[src/rtl/mem_pkg.sv]
// Shared definitions for the memory copy engine: default widths and FSM state encoding.
package mem_pkg;

    localparam int DEF_DATA_WIDTH = 16;
    localparam int DEF_ADDR_WIDTH = 10;

    typedef enum logic [1:0] {
        IDLE  = 2'd0,
        RUN   = 2'd1,
        DRAIN = 2'd2,
        DONE  = 2'd3
    } copy_state_t;

endpackage

[src/rtl/mem_copy_engine.sv]
// Copies a block of words from memory port A to port B, one word per cycle, overlap-safe.
// First write 2 cycles after start is accepted, done 1 cycle after the last write; no backpressure.
module mem_copy_engine
    import mem_pkg::*;
#(
    parameter int DATA_WIDTH = DEF_DATA_WIDTH,
    parameter int ADDR_WIDTH = DEF_ADDR_WIDTH
) (
    input  logic                  clk,
    input  logic                  reset_n,
    input  logic                  start,
    input  logic [ADDR_WIDTH-1:0] src_addr,
    input  logic [ADDR_WIDTH-1:0] dst_addr,
    input  logic [ADDR_WIDTH:0]   length,
    output logic [ADDR_WIDTH-1:0] addr_a,
    output logic                  we_a,
    input  logic [DATA_WIDTH-1:0] out_a,
    output logic [ADDR_WIDTH-1:0] addr_b,
    output logic [DATA_WIDTH-1:0] data_b,
    output logic                  we_b,
    output logic                  busy,
    output logic                  done
);

    localparam logic [ADDR_WIDTH-1:0] ADDR_ONE = {{(ADDR_WIDTH-1){1'b0}}, 1'b1};
    localparam logic [ADDR_WIDTH:0]   CNT_ONE  = {{ADDR_WIDTH{1'b0}}, 1'b1};

    copy_state_t           state;
    copy_state_t           state_nxt;
    logic [ADDR_WIDTH:0]   cnt;
    logic [ADDR_WIDTH-1:0] wr_ptr;
    logic                  desc;
    logic                  rd_pend;
    logic                  accept;
    logic                  overlap;
    logic                  last_rd;
    logic [ADDR_WIDTH:0]   src_end;
    logic [ADDR_WIDTH-1:0] len_low;
    logic [ADDR_WIDTH-1:0] src_top;
    logic [ADDR_WIDTH-1:0] dst_top;

    assign we_a    = 1'b0;
    assign busy    = (state != IDLE);
    assign done    = (state == DONE);
    assign accept  = (state == IDLE) && start;
    assign last_rd = (cnt == CNT_ONE);

    // Overlap test is done without wrap so a destination just past the source end stays ascending.
    assign src_end = {1'b0, src_addr} + length;
    assign overlap = (dst_addr > src_addr) && ({1'b0, dst_addr} < src_end);
    assign len_low = length[ADDR_WIDTH-1:0];
    assign src_top = src_addr + len_low - ADDR_ONE;
    assign dst_top = dst_addr + len_low - ADDR_ONE;

    always_ff @(posedge clk or negedge reset_n) begin
        if (!reset_n) begin
            state <= IDLE;
        end else begin
            state <= state_nxt;
        end
    end

    always_comb begin
        state_nxt = state;
        case (state)
            IDLE: begin
                if (start) begin
                    state_nxt = (length == '0) ? DONE : RUN;
                end
            end
            RUN: begin
                if (last_rd) begin
                    state_nxt = DRAIN;
                end
            end
            DRAIN: begin
                // Leave once the final word is on port B and nothing is still in flight.
                if (we_b && !rd_pend) begin
                    state_nxt = DONE;
                end
            end
            DONE:    state_nxt = IDLE;
            default: state_nxt = IDLE;
        endcase
    end

    always_ff @(posedge clk or negedge reset_n) begin
        if (!reset_n) begin
            addr_a  <= '0;
            addr_b  <= '0;
            data_b  <= '0;
            we_b    <= 1'b0;
            wr_ptr  <= '0;
            cnt     <= '0;
            desc    <= 1'b0;
            rd_pend <= 1'b0;
        end else begin
            // Every RUN cycle issues a read; its data returns next cycle and is registered onto port B.
            rd_pend <= (state == RUN);
            we_b    <= rd_pend;
            if (rd_pend) begin
                addr_b <= wr_ptr;
                data_b <= out_a;
                wr_ptr <= desc ? (wr_ptr - ADDR_ONE) : (wr_ptr + ADDR_ONE);
            end
            if (accept) begin
                desc   <= overlap;
                cnt    <= length;
                addr_a <= overlap ? src_top : src_addr;
                wr_ptr <= overlap ? dst_top : dst_addr;
            end else if (state == RUN) begin
                cnt    <= cnt - CNT_ONE;
                addr_a <= desc ? (addr_a - ADDR_ONE) : (addr_a + ADDR_ONE);
            end
        end
    end

endmodule

[config.mk]
export PLATFORM = sky130hd
export DESIGN_NAME = mem_copy_engine
export DESIGN_NICKNAME = d
export VERILOG_FILES = /design/src/rtl/mem_pkg.sv /design/src/rtl/mem_copy_engine.sv
export SDC_FILE = /design/constraint.sdc
export NUM_CORES = 1
export LEC_CHECK = 0
export CAP_MARGIN = 25
export CORE_MARGIN = 1
export CORE_UTILIZATION = 29
export DETAILED_ROUTE_END_ITERATION = 16
export DONT_BUFFER_PORTS = 1
export PLACE_DENSITY = 0.5
export SYNTH_ARGS = -nofsm -noshare
export SYNTH_HDL_FRONTEND = slang
export SYNTH_SLANG_ARGS = --single-unit
[constraint.sdc]
create_clock -name clk -period 3.56 [get_ports clk]
set_clock_uncertainty 0.1 [all_clocks]
set_input_delay 0.178 -clock clk [delete_from_list [all_inputs] [get_ports clk]]
set_output_delay 0.178 -clock clk [all_outputs]
set_load 0.02 [all_outputs]
# After elaboration in Yosys (flattened, before gate mapping)
# Index checks and enable logic that the tools add are counted.
# word_totals
output_inout_bits	40
regBits	62
input_bits	50
# op_classes
n_eq_ne	7
reduce_logical	10
magnitude_cmp	2
addsub	10
muxes	15
# op_table
cell	count
two-way mux 10 bit	8
subtractor 10 x 1 -> 10 bit, second input constant	4
two-way mux 11 bit	2
adder 10 x 1 -> 10 bit, second input constant	2
adder 10 bit	2
adder 10 x 11 -> 11 bit	1
equality test 11 x 1 -> 1 bit, second input constant	1
logical NOT 11 bit	1
less-than comparator 10 x 11 -> 1 bit	1
subtractor 11 x 1 -> 11 bit, second input constant	1
greater-than comparator 10 bit	1
two-way mux 2 bit	4
case mux 2 bit (4 select lines)	1
inequality test 2 bit, second input constant	3
nonzero test 2 bit	3
equality test 2 bit, second input constant	2
logical AND 1 bit	3
AND reduction 3 bit	1
equality test 2 x 1 -> 1 bit, second input constant	1
logical NOT 2 bit	1
logical NOT 1 bit	1

# Depth between registers and ports, before layout
# depth
ltp_word	5
depth_mapped	17

# Worst setup path after synthesis
# No wires, ideal clock.
# synth_path
path_type	input to register
start	in src_addr[0]
end	reg wr_ptr[8]
path_stages	16
slack_ns	0.338
required_time_ns	3.321
t_arrival_ns	2.983
cell_sequence	ha_1 > fa_1 > a211oi_2 > nor2_1 > nor3_1 > o21bai_1 > a21oi_1 > xnor2_1 > ha_1 > a21o_1 > a21oi_1 > o21ai_0 > and3_1 > buf_6 > o41ai_1 > o21ai_0
# synth_between
elab_chain_cells	5
# synth_rtl
element	line_no	source
start, declared	mem_copy_engine.sv:12	input logic [ADDR_WIDTH-1:0] src_addr,
adder 10 x 11 -> 11 bit	mem_copy_engine.sv:49	assign src_end = {1'b0, src_addr} + length;
less-than comparator 10 x 11 -> 1 bit	mem_copy_engine.sv:50	assign overlap = (dst_addr > src_addr) && ({1'b0, dst_addr} < src_end);
logical AND 1 bit *	mem_copy_engine.sv:50	
two-way mux 10 bit *	mem_copy_engine.sv:110	wr_ptr <= overlap ? dst_top : dst_addr;
two-way mux 10 bit *	mem_copy_engine.sv:106	if (accept) begin
end signal, assigned	mem_copy_engine.sv:104	wr_ptr <= desc ? (wr_ptr - ADDR_ONE) : (wr_ptr + ADDR_ONE);
end signal, assigned	mem_copy_engine.sv:110	
end, declared	mem_copy_engine.sv:31	logic [ADDR_WIDTH-1:0] wr_ptr;
# Every way passes the cells marked *; elsewhere a longest branch is shown, timed or not.
# A chain may end at the register's enable or synchronous reset.

# Worst setup path after layout
# layout_path
start	in src_addr[0]
end	reg addr_a[4]
# layout_between
elab_chain_cells	5
# layout_rtl
element	line_no	source
adder 10 x 11 -> 11 bit	mem_copy_engine.sv:49	
less-than comparator 10 x 11 -> 1 bit	mem_copy_engine.sv:50	
logical AND 1 bit	mem_copy_engine.sv:50	
two-way mux 10 bit *	mem_copy_engine.sv:109	addr_a <= overlap ? src_top : src_addr;
two-way mux 10 bit *	mem_copy_engine.sv:106	
end signal, assigned	mem_copy_engine.sv:109	
end signal, assigned	mem_copy_engine.sv:113	addr_a <= desc ? (addr_a - ADDR_ONE) : (addr_a + ADDR_ONE);
end, declared	mem_copy_engine.sv:15	output logic [ADDR_WIDTH-1:0] addr_a,
# Marked as above.

==> metrics.txt <==
result of the run finished, final reports clean; final total power around 2.1 mW; syn nets 794; drt wl/cell 17.1 um; I/O pin total 90; Routed Antenna Nets 0; H-tree levels 3; CTS tree yes; total wire length 16400 um; final hold viol count 0; Synthesis Warnings 0; Hold Path Class in2reg; Port Buffers 0; unrepaired setup endpoints after global routing no; register area between 1500 and 2000 um2; commonest non-fill, non-tap cell in the layout ha_1; DRC 0; DPL Wire Length roughly 13000 um; gpl congestion between 0.9 and 1; row cnt 50; cells after synthesis approximately 650; Max-slew headroom 0.340; WP data arrival 3280 ps; # clock sinks 62; fin nets 841; Pre-antenna DRT Iters 5; # fillers 1951; clock buffer count from CTS 9; share of layout cells above drive strength 1 0.0910; Setup crit start src_addr[0]; area of the multi-input gates approximately 3700 um2; design area between 6000 and 7000 um2; min Tclk post-route 3230 ps; max-cap check violation count 0; Setup CP Type in2reg; GRT overflow 0; initial core utilization 0.300; Worst setup EP type flop; Synth Register Bits between 60 and 70; # diodes 0; largest net degree at the start of global routing between 60 and 70; Worst EP required 3600 ps; ys flop type dfrtp_1; share of synthesized registers carrying an async set or reset 1.00; Seq/Total Area, Yosys 0.272; Chip Height 142 um; DRT iter0 DRCs 273; Max IR drop VDD 0.186 mV; drt via density 5.03; die area just over 20000 um2; syn_area_per_cell 8.72 um2; non-filler cells, final 963; clock latency on the worst-skew pair 320 ps; CTS Root Cell clkbuf_16; area post-placement 6020 um2; R2R Path Start desc; hold slack 34.0 ps; Synth Cell Area 5690 um2; CTS max path bufs 2; DR vias 4843; Die Wd ~140 um; fin crit share 0.908; Finish-stage setup viols 0; core footprint 19000 um2; GRT Total Usage 0.169; Max Fclk ~0.31 GHz; Lkg Pwr 3.17 nW; hold path start src_addr[8]; worst-path fanout max 18; Worst-Margin Slew 989 ps; count of different cell masters after synthesis approximately 60; vias in the first global route 5024; crit path launch type input port; Placed Cells 905; most frequent cells in the layout ha_1 (86), inv_1 (84), dfrtp_1 (62), nand2_1 (45), dlygate4sd3_1 (40); Final Util 0.357; initial antenna violation count 0; first-pass GRT wire length approximately 26000 um; Pins Over Slew Limit 0; Area Overhead vs Synth 18.8%; Worst-path clk slew roughly 50 ps; Pwr Density 313 nW/um2; Post-synth EDFFs 0
where the power goes:
group	internal (mW)	total (mW)	switching [mW]	leakage, nW
clock network	0.571	0.875	0.303	0.140
registers	0.705	0.705	0	0.767
logic	0.239	0.538	0.300	2.26
total	1.52	2.12	0.603	3.17
area by class of cell:
type	count	share of cell area
Inverter	84	0.0466
Clock inverter	3	0.00666
Multi-Input combinational cell	486	0.549
Clock buffer	11	0.0374
Timing Repair Buffer	57	0.0828
Tap cell	260	0.0481
Sequential cell	62	0.229
kinds of logic after synthesis:
logic type	after synthesis	share of synthesized area
and+or+nand+nor	157	0.136
muxes	32	0.0620
xor gates and xnor gates	41	0.0631
DFF	62	0.272
other	1	0.000659
adders and majority gates	91	0.207
buffers and inverters	105	0.0749
AOI/OAI and AO/OA	164	0.185
cells in the mapped netlist (5+ instances only):
library cell  instances  area (um2)
fa_1                  5         100
o21ai_1               5        25.0
clkbuf_1             12        45.0
dfrtp_1              62        1550
mux2i_1               6        60.1
inv_1                84         315
nor4_1                9        56.3
nor3_1               15        75.1
or3_1                 5        31.3
nor2_1               38         143
xnor2_1              32         280
nand2_1              45         169
nand3_1               6        30.0
o21ai_0              38         190
a21oi_1              39         195
xor2_1                9        78.8
a211oi_1             14         105
a21o_1               10        75.1
a22oi_1               5        37.5
mux2_2               26         293
ha_1                 86        1080
nor2b_1              12        75.1
a31oi_1              12        75.1
worst paths after layout:
kind / endpoint / slack [ps] / cells past startpoint
max: addr_a[4] / 330 / 16
min in group asynchronous: data_b[15] / 290 / 2
max in group asynchronous: addr_a[4] / 2790 / 2
min reg2reg: addr_b[3] / 460 / 1
min: addr_a[8] / 30 / 2
max reg2reg: wr_ptr[8] / 740 / 9
timing repair:
item                                    4_1_cts  5_1_grt
endpoints found under the setup margin        0        5
buffers inserted                              0        3
hold buffers                                 41        0
endpoints found under the hold margin       101        0
resized for setup                             0        1
metrics by stage:
stage | setup slack, ps | TNS, ps
final | 329 | 0
after global routing | 75.7 | 0
after CTS | 271 | 0
after detailed placement | -40.3 | -88.9
after global placement | -5.29 | -5.29
after floorplan | 338 | 0
flip-flops by register name, indices dropped and copies added (netlist names):
signal / count
cnt: 11
state: 2
rd_pend: 1
addr_b: 10
we_b: 1
data_b: 16
wr_ptr: 10
addr_a: 10
desc: 1
metal layers:
metal  global-route usage  wire length, um  share of wire  vias up
met1                0.208             7360           0.45     2288
met4               0.0504              172          0.010        0
li1                     -                -              -     2390
met2                0.294             7830           0.48      149
met3               0.0380             1060          0.065       16
met5                    0                0              0        -
worst max-delay path: stages:
cell and delay, ps:
ha_1 210, fa_1 440, a211oi_2 250, nor2_1 100, nor3_1 220, o21bai_1 110, a21oi_1 180, xnor2_1 150
ha_1 270, a21o_1 160, a21oi_1 130, o21ai_1 130, and3_1 220, buf_12 160, nor4_1 260, a311oi_1 90
Power figures use the tool's default switching activity.
